### src/rtl/univ_shift_reg_pkg.sv
// Shared definitions for the universal shift register: mode encodings
// and the shift-counter width helper.
package univ_shift_reg_pkg;

    localparam logic [1:0] MODE_HOLD = 2'b00;
    localparam logic [1:0] MODE_SHR  = 2'b01;
    localparam logic [1:0] MODE_SHL  = 2'b10;
    localparam logic [1:0] MODE_LOAD = 2'b11;

    // Counter must hold 0..WIDTH-1 and never collapse to zero bits.
    function automatic int cnt_width(input int width);
        int w;
        w = $clog2(width);
        return (w < 1) ? 1 : w;
    endfunction

endpackage

### src/rtl/univ_shift_reg_cell.sv
// One bit of the universal shift register: 4:1 neighbour/load mux
// feeding an enabled flop with asynchronous active-high reset.
module shreg_cell
    import univ_shift_reg_pkg::*;
(
    input  logic       clk,
    input  logic       rst,
    input  logic       en,
    input  logic [1:0] mode,
    input  logic       shl_in,
    input  logic       shr_in,
    input  logic       ld_in,
    output logic       q
);

    logic q_q;
    logic q_d;

    always_comb begin
        q_d = q_q;
        if (en) begin
            unique case (mode)
                MODE_HOLD: q_d = q_q;
                MODE_SHL:  q_d = shl_in;
                MODE_SHR:  q_d = shr_in;
                MODE_LOAD: q_d = ld_in;
                default:   q_d = q_q;
            endcase
        end
    end

    always_ff @(posedge clk or posedge rst) begin
        if (rst) begin
            q_q <= 1'b0;
        end else begin
            q_q <= q_d;
        end
    end

    assign q = q_q;

endmodule

### src/rtl/univ_shift_reg.sv
// Universal shift register: hold / shift left / shift right / load.
// Optional rotate taps on the end cells under UNIV_SHIFT_REG_ROTATE_EN.
module univ_shift_reg
    import univ_shift_reg_pkg::*;
#(
    parameter int WIDTH = 8
) (
    input  logic             clk,
    input  logic             rst,
    input  logic             en,
    input  logic [1:0]       mode,
    input  logic             si_l,
    input  logic             si_r,
`ifdef UNIV_SHIFT_REG_ROTATE_EN
    input  logic             rot,
`endif
    input  logic [WIDTH-1:0] d,
    output logic [WIDTH-1:0] q,
    output logic             so_l,
    output logic             so_r,
    output logic             word_done
);

    localparam int CNT_W = cnt_width(WIDTH);
    localparam logic [CNT_W-1:0] CNT_LAST = CNT_W'(WIDTH - 1);

    logic [WIDTH-1:0] q_w;
    logic             shl_src;
    logic             shr_src;

`ifdef UNIV_SHIFT_REG_ROTATE_EN
    assign shl_src = rot ? q_w[WIDTH-1] : si_l;
    assign shr_src = rot ? q_w[0] : si_r;
`else
    assign shl_src = si_l;
    assign shr_src = si_r;
`endif

    for (genvar i = 0; i < WIDTH; i++) begin : g_cell
        logic shl_in;
        logic shr_in;

        if (i == 0) begin : g_lo
            assign shl_in = shl_src;
        end else begin : g_lo_n
            assign shl_in = q_w[i-1];
        end

        if (i == WIDTH - 1) begin : g_hi
            assign shr_in = shr_src;
        end else begin : g_hi_n
            assign shr_in = q_w[i+1];
        end

        shreg_cell u_cell (
            .clk    (clk),
            .rst    (rst),
            .en     (en),
            .mode   (mode),
            .shl_in (shl_in),
            .shr_in (shr_in),
            .ld_in  (d[i]),
            .q      (q_w[i])
        );
    end

    logic [CNT_W-1:0] cnt_q;
    logic [CNT_W-1:0] cnt_d;
    logic             word_done_q;
    logic             word_done_d;

    // Direction is irrelevant to the count; both shifts advance it.
    always_comb begin
        cnt_d       = cnt_q;
        word_done_d = 1'b0;
        if (en) begin
            unique case (mode)
                MODE_SHL, MODE_SHR: begin
                    if (cnt_q == CNT_LAST) begin
                        cnt_d       = '0;
                        word_done_d = 1'b1;
                    end else begin
                        cnt_d = cnt_q + 1'b1;
                    end
                end
                MODE_LOAD: cnt_d = '0;
                default:   cnt_d = cnt_q;
            endcase
        end
    end

    always_ff @(posedge clk or posedge rst) begin
        if (rst) begin
            cnt_q       <= '0;
            word_done_q <= 1'b0;
        end else begin
            cnt_q       <= cnt_d;
            word_done_q <= word_done_d;
        end
    end

    assign q         = q_w;
    assign so_l      = q_w[WIDTH-1];
    assign so_r      = q_w[0];
    assign word_done = word_done_q;

endmodule

### config.mk
export PLATFORM = sky130hd
export DESIGN_NAME = univ_shift_reg
export DESIGN_NICKNAME = d
export VERILOG_FILES = /design/src/rtl/univ_shift_reg_pkg.sv /design/src/rtl/univ_shift_reg_cell.sv /design/src/rtl/univ_shift_reg.sv
export SDC_FILE = /design/constraint.sdc
export NUM_CORES = 1
export LEC_CHECK = 0
export CAP_MARGIN = 10
export CORE_MARGIN = 3
export CORE_UTILIZATION = 41
export CTS_BUF_LIST = sky130_fd_sc_hd__clkbuf_8
export DETAILED_ROUTE_END_ITERATION = 10
export GPL_ROUTABILITY_DRIVEN = 0
export PLACE_DENSITY = 0.77
export SLEW_MARGIN = 20
export SYNTH_ARGS = -nofsm -noshare
export SYNTH_HDL_FRONTEND = slang
export SYNTH_SLANG_ARGS = --single-unit
### constraint.sdc
create_clock -name clk -period 1.15 [get_ports clk]
set_input_delay 0.23 -clock clk [delete_from_list [all_inputs] [get_ports clk]]
set_output_delay 0.23 -clock clk [all_outputs]
set_load 0.02 [all_outputs]
# Yosys cells after proc, flatten, opt, wreduce, memory -nomap -nowiden
# Cells that the tools add are included.
[op_classes]
add_sub_neg = 1
n_mux = 13
n_bitwise = 1
n_eq_ne = 4
n_reduce_logical = 5
[op_table]
columns = ["op", "n"]
rows = [
  ["one-hot mux 1 bit (3 select lines)", 8],
  ["one-hot mux 3 bit (2 select lines)", 1],
  ["equality test 2 bit, second input constant", 2],
  ["AND reduction 2 bit", 2],
  ["adder 3 x 1 -> 3 bit, second input constant", 1],
  ["equality test 3 bit, second input constant", 1],
  ["two-way mux 1 bit", 3],
  ["two-way mux 3 bit", 1],
  ["equality test 2 x 1 -> 1 bit, second input constant", 1],
  ["logical NOT 2 bit", 1],
  ["nonzero test 2 bit", 1],
  ["OR reduction 2 bit", 1],
  ["inverter 1 bit", 1],
]
[word_totals]
in_bits = 15
regBits = 12

# Depth between registers and ports, before layout
[depth]
word_depth = 4
mapped_depth = 6

# By module
# From an unflattened synthesis, not the netlist that was laid out.
[hier_totals]
hier_cells = 91
area_unflattened_um2 = 870.8
[modules_own_cells]
columns = ["module", "seq_area_each_um2", "area_each_um2", "instances", "cells_per_inst"]
rows = [
  ["shreg_cell", 25.0, 72.6, 8, 8],
  ["univ_shift_reg", 100.1, 290.3, 1, 27],
]

# Least setup slack after synthesis
# Ideal clock, no wire load.
[synth_timing]
path_kind = "register -> register"
startpoint = "register cnt_q[0]"
endpoint = "register cnt_q[0]"
required_ns = 1.086
path_stages_with_launch = 5
period_less_slack_ns = 1.142
setup_slack_ns = 0.008
t_arrival_ns = 1.077
path_cell_list = "dfrtp_1 > ha_1 > ha_1 > nor3_2 > mux2_2"
[synth_via]
elab_chain_len = 3
[synth_rtl]
columns = ["element", "line", "rtl"]
rows = [
  ["start: declaration", "univ_shift_reg.sv:67", "logic [CNT_W-1:0] cnt_q;"],
  ["start signal: assignment", "univ_shift_reg.sv:97", "cnt_q <= cnt_d;"],
  ["adder 3 x 1 -> 3 bit or equality test 3 bit (tied branches)", "univ_shift_reg.sv:83, univ_shift_reg.sv:79", ""],
  ["two-way mux 3 bit *", "univ_shift_reg.sv:79", "if (cnt_q == CNT_LAST) begin"],
  ["one-hot mux 3 bit (2 select lines) *", "univ_shift_reg.sv:77", "unique case (mode)"],
]
# Every way passes the cells marked *; elsewhere a longest branch is shown, timed or not.
# A chain may end at the register's enable or synchronous reset.

# Worst setup path in the final report
[layout_timing]
startpoint = "register g_cell[5].u_cell.q_q"
endpoint = "register g_cell[4].u_cell.q_q"
[layout_via]
elab_chain_len = 1
[layout_rtl]
columns = ["element", "line", "rtl"]
rows = [
  ["start: declaration", "univ_shift_reg_cell.sv:16", "logic q_q;"],
  ["start signal: assignment", "univ_shift_reg_cell.sv:36", "q_q <= q_d;"],
  ["one-hot mux 1 bit (3 select lines)", "univ_shift_reg_cell.sv:22", "unique case (mode)"],
  ["end signal: assignment", "univ_shift_reg_cell.sv:36", ""],
  ["end: declaration", "univ_shift_reg_cell.sv:16", ""],
]
# No other way between the ends.

==> impl_results.html <==
<table>
<tr><th>Metric</th><th>Value</th></tr>
<tr><th colspan="2">Floorplan</th></tr>
<tr><td>Effective utilization at floorplan</td><td>45.7%</td></tr>
<tr><td>Ports</td><td>26</td></tr>
<tr><td>Width of the chip</td><td>around 48 um</td></tr>
<tr><td>Site row count</td><td>14</td></tr>
<tr><td>Die Footprint</td><td>2300 um2</td></tr>
<tr><td>Die H</td><td>47.9 um</td></tr>
<tr><td>Core footprint</td><td>between 1500 and 2000 um2</td></tr>
<tr><th colspan="2">Logic synthesis</th></tr>
<tr><td>Flip-flop cell with the highest count after synthesis</td><td>dfrtp_1</td></tr>
<tr><td>Fraction of registers with async set or reset after synthesis</td><td>100%</td></tr>
<tr><td>Cell taking the most area after synthesis</td><td>dfrtp_1</td></tr>
<tr><td>Main area contributors after synthesis</td><td>dfrtp_1 42%, a22o_2 9.7%, ha_1 8.7%</td></tr>
<tr><td>Cell with the most instances after synthesis</td><td>dfrtp_1</td></tr>
<tr><td>Combined area of all synthesized cells</td><td>721 um2</td></tr>
<tr><td>Most frequent cells after synthesis</td><td>12 x dfrtp_1, 9 x nand2_1, 9 x o21ai_1</td></tr>
<tr><td>Post-synthesis sequential area ratio</td><td>between 40% and 50%</td></tr>
<tr><td>Post-Synthesis Mean Instance Area</td><td>9.87 um2</td></tr>
<tr><td>Count of flip-flops with a built-in enable after synthesis</td><td>0</td></tr>
<tr><td>Mapped Cells</td><td>73</td></tr>
<tr><td>Number of distinct standard cells referenced by the synthesized netlist</td><td>17</td></tr>
<tr><td>Number of storage elements in the synthesis netlist</td><td>12</td></tr>
<tr><td>Total nets after synthesis</td><td>93</td></tr>
<tr><td>Fraction of synthesized cell area taken by the top area cell type</td><td>roughly two fifths</td></tr>
<tr><td>Count of yosys warnings during synthesis</td><td>0</td></tr>
<tr><th colspan="2">Drt</th></tr>
<tr><td>Initial detailed-routing violation count</td><td>14</td></tr>
<tr><td>Total wire length</td><td>1940 um</td></tr>
<tr><td>Total via count in the routed design</td><td>656</td></tr>
<tr><td>Avg Vias per Cell</td><td>5.25</td></tr>
<tr><td>DRC violation count after routing</td><td>0</td></tr>
<tr><td>Drt wl/cell</td><td>15.5 um</td></tr>
<tr><td>Final ANT Viol Nets</td><td>0</td></tr>
<tr><td>Pre-antenna DRT Iters</td><td>3</td></tr>
<tr><th colspan="2">Power and ir drop</th></tr>
<tr><td>Worst vdd ir</td><td>859 uV</td></tr>
<tr><td>Leakage power</td><td>0.569 nW</td></tr>
<tr><td>Power density over the cells</td><td>1410 nW/um2</td></tr>
<tr><th colspan="2">STA</th></tr>
<tr><td>Final Max Slew Viols</td><td>0</td></tr>
<tr><td>Post-route worst setup slack</td><td>-15.0 ps</td></tr>
<tr><td>Maximum clock frequency</td><td>0.858 GHz</td></tr>
<tr><td>Endpoints failing hold</td><td>0</td></tr>
<tr><td>Normalized max-slew margin</td><td>roughly 85%</td></tr>
<tr><td>Minimum period implied by the final worst setup slack</td><td>~1200 ps</td></tr>
<tr><td>Fraction of the cycle the final worst path needs</td><td>101%</td></tr>
<tr><td>Setup violations, final</td><td>2</td></tr>
<tr><td>Slew of the pin with the lowest slew margin</td><td>around 220 ps</td></tr>
<tr><td>Setup repair after global routing missed its margin</td><td>yes</td></tr>
<tr><td>Final total negative setup slack</td><td>-24.4 ps</td></tr>
<tr><td>Fin Clk Skew</td><td>1.69 ps</td></tr>
<tr><th colspan="2">Setup path</th></tr>
<tr><td>Kind of end point of the critical path</td><td>flip-flop</td></tr>
<tr><td>Delay of the slowest cell on the worst path</td><td>370 ps</td></tr>
<tr><td>Reg-to-reg startpoint</td><td>g_cell[5].u_cell.q</td></tr>
<tr><td>Worst Path Arrival</td><td>1280 ps</td></tr>
<tr><td>Slack of the worst reg-to-reg path</td><td>-10 ps</td></tr>
<tr><td>WP data required</td><td>1260 ps</td></tr>
<tr><td>Worst Setup Start Kind</td><td>flip-flop</td></tr>
<tr><td>Number of cells on the critical path</td><td>4</td></tr>
<tr><td>Largest fanout of any net on the critical path</td><td>3</td></tr>
<tr><td>Register-to-Register Path Depth</td><td>4</td></tr>
<tr><td>CP max-delay cell</td><td>dfrtp_1</td></tr>
<tr><td>Combined buffer and inverter count along the critical path</td><td>1</td></tr>
<tr><td>Cell-by-cell listing of the critical path</td><td>buf_4 -&gt; a22o_2 -&gt; a21oi_1 -&gt; o21ai_1</td></tr>
<tr><td>Kind of critical path</td><td>reg2reg</td></tr>
<tr><td>Crit. Startpoint</td><td>g_cell[5].u_cell.q</td></tr>
<tr><td>Timing endpoint of the critical path</td><td>g_cell[4].u_cell.q</td></tr>
<tr><td>Reg2Reg Capture Point</td><td>g_cell[4].u_cell.q</td></tr>
<tr><td>Top cell family by delay on the critical path</td><td>compound AO/OA/AOI/OAI gates</td></tr>
<tr><th colspan="2">Clock network</th></tr>
<tr><td>Number of buffers added by the clock tree synthesis step</td><td>3</td></tr>
<tr><td>H-tree depth</td><td>1</td></tr>
<tr><td>Skew-Pair Late Insertion Delay</td><td>240 ps</td></tr>
<tr><td>Clock tree from TritonCTS</td><td>done</td></tr>
<tr><td>CTS sink count</td><td>12</td></tr>
<tr><td>Clock transition at the registers of the reported paths</td><td>50 ps</td></tr>
<tr><td>CTS Root Cell</td><td>clkbuf_8</td></tr>
<tr><td>Max clock buf depth</td><td>2</td></tr>
<tr><th colspan="2">GRT</th></tr>
<tr><td>Wire length of the first global-routing pass</td><td>3050 um</td></tr>
<tr><td>Number of global-route vias before repair</td><td>680</td></tr>
<tr><td>Remaining Overflow, GRT</td><td>0</td></tr>
<tr><td>Initial antenna violation count</td><td>0</td></tr>
<tr><td>Overall track demand over capacity in global routing</td><td>18.9%</td></tr>
<tr><td>Largest net degree at the start of global routing</td><td>13</td></tr>
<tr><th colspan="2">Outcome</th></tr>
<tr><td>Run status</td><td>finished with violations</td></tr>
<tr><td>Failing checks</td><td>setup timing</td></tr>
<tr><th colspan="2">Layout</th></tr>
<tr><td>Final Net Count</td><td>131</td></tr>
<tr><td>Ratio of cells with drive above 1 in the final layout</td><td>50.5%</td></tr>
<tr><td>Number of inserted filler cells in the final layout</td><td>120</td></tr>
<tr><td>Area added between synthesis and finish</td><td>58.5%</td></tr>
<tr><td>Non-filler cells in the finished layout</td><td>between 100 and 150</td></tr>
<tr><td># diodes</td><td>0</td></tr>
<tr><th colspan="2">Placement</th></tr>
<tr><td>Cell total after placement</td><td>118</td></tr>
<tr><td>Total half-perimeter wirelength after legalization and detailed placement</td><td>between 1000 and 1500 um</td></tr>
<tr><td>Buffers added on ports</td><td>25</td></tr>
<tr><th colspan="2">Job</th></tr>
<tr><td>Maxcap violations</td><td>0</td></tr>
<tr><th colspan="2">Min path</th></tr>
<tr><td>Kind of path behind the tightest hold check</td><td>in2async</td></tr>
</table>
==> worst min-delay path by stage <==
stage              from                  to
6_report            rst  g_cell[7].u_cell.q
5_1_grt             rst            cnt_q[0]
4_1_cts             rst            cnt_q[0]
3_5_place_dp   cnt_q[2]            cnt_q[2]
3_3_place_gp   cnt_q[2]            cnt_q[2]
2_1_floorplan       rst            cnt_q[0]
==> placed cells by master, fill, tap and decap left out <==
| cell | instances |
|---|---|
| o21ai_1 | 9 |
| nand2_1 | 8 |
| buf_4 | 16 |
| dfrtp_1 | 12 |
| a22o_2 | 7 |
| buf_2 | 1 |
| clkbuf_16 | 1 |
| nand2b_4 | 1 |
| mux2_4 | 1 |
| and3_1 | 1 |
| nand2_2 | 1 |
| clkbuf_8 | 3 |
| dlymetal6s2s_1 | 1 |
| nor3_4 | 1 |
| ha_2 | 4 |
| nor2_2 | 1 |
| buf_12 | 1 |
| inv_2 | 1 |
| a21oi_1 | 7 |
| clkbuf_2 | 12 |
| inv_1 | 2 |
| nand2b_1 | 1 |
| buf_16 | 2 |
| ha_4 | 1 |
| a21oi_2 | 1 |
| a22o_1 | 2 |
| clkdlybuf4s50_1 | 11 |
==> worst register-to-register path: stages, from the launching register on <==
cell and delay (ps):
dfrtp_1 370, buf_4 150, a22o_2 240, a21oi_1 170, o21ai_1 110
==> logic make-up (layout without fill, tap and decap cells) <==
logic type / count (synthesis) / count (layout) / synth area share (%)
AND/OR/NAND/NOR: 14 / 14 / 10.6
adder cells (fa/ha/maj): 5 / 5 / 8.68
flip-flops: 12 / 12 / 41.7
multiplexers: 1 / 1 / 1.56
AO/OA/AOI/OAI: 26 / 26 / 24.0
buffers and inverters: 15 / 51 / 13.5
==> power breakdown <==
group          leakage [nW]  internal, mW  switching (mW)
combinational         0.393         0.347           0.317
sequential            0.155         0.509          0.0589
clock                0.0216         0.230           0.147
total                 0.569          1.09           0.523
==> sequential cells by signal (all words and copies together) (netlist names) <==
register / flops
word_done: 1
g_cell.u_cell.q: 8
cnt_q: 3
==> cell type report <==
type / instances / area (um2) / share of cell area, %
inverter: 3 / 11.3 / 0.986
tap: 16 / 20.0 / 1.75
clock buffer: 3 / 41.3 / 3.61
sequential: 12 / 300 / 26.3
multi-input combinational: 46 / 362 / 31.7
timing repair buffer: 45 / 408 / 35.7
==> per-stage QoR <==
stage | utilization, % | cell area (um2) | setup slack, ps | hold WS (ps) | total power [mW]
5_1_grt | 72.5 | 1140 | -73.0 | 299 | 1.72
3_3_place_gp | 65.8 | 1040 | -515 | 478 | 1.16
2_1_floorplan | - | 721 | 8.34 | 94.7 | 0.921
6_report | 72.5 | 1140 | -15.0 | 278 | 1.61
3_5_place_dp | 65.8 | 1040 | -535 | 504 | 1.18
4_1_cts | 73.9 | 1160 | -6.21 | 286 | 1.60
==> repair_timing <==
action / in CTS / in global routing
resized for setup: 35 / 19
setup buffers: 0 / 1
setup endpoints to repair: 23 / 22
hold buffers: 0 / 0
cloned: 2 / 1
pin swaps: 2 / 0
==> routing by layer <==
metal  up-vias  GRT usage (%)  part of all wire, %
li1        321              -                    -
met1       316           22.6                   41
met2        19           34.8                   56
met3         0           3.38                  3.5
met4         0           4.30                    0
met5         -              0                    0
Note: power is estimated with default switching activity, not from simulation.
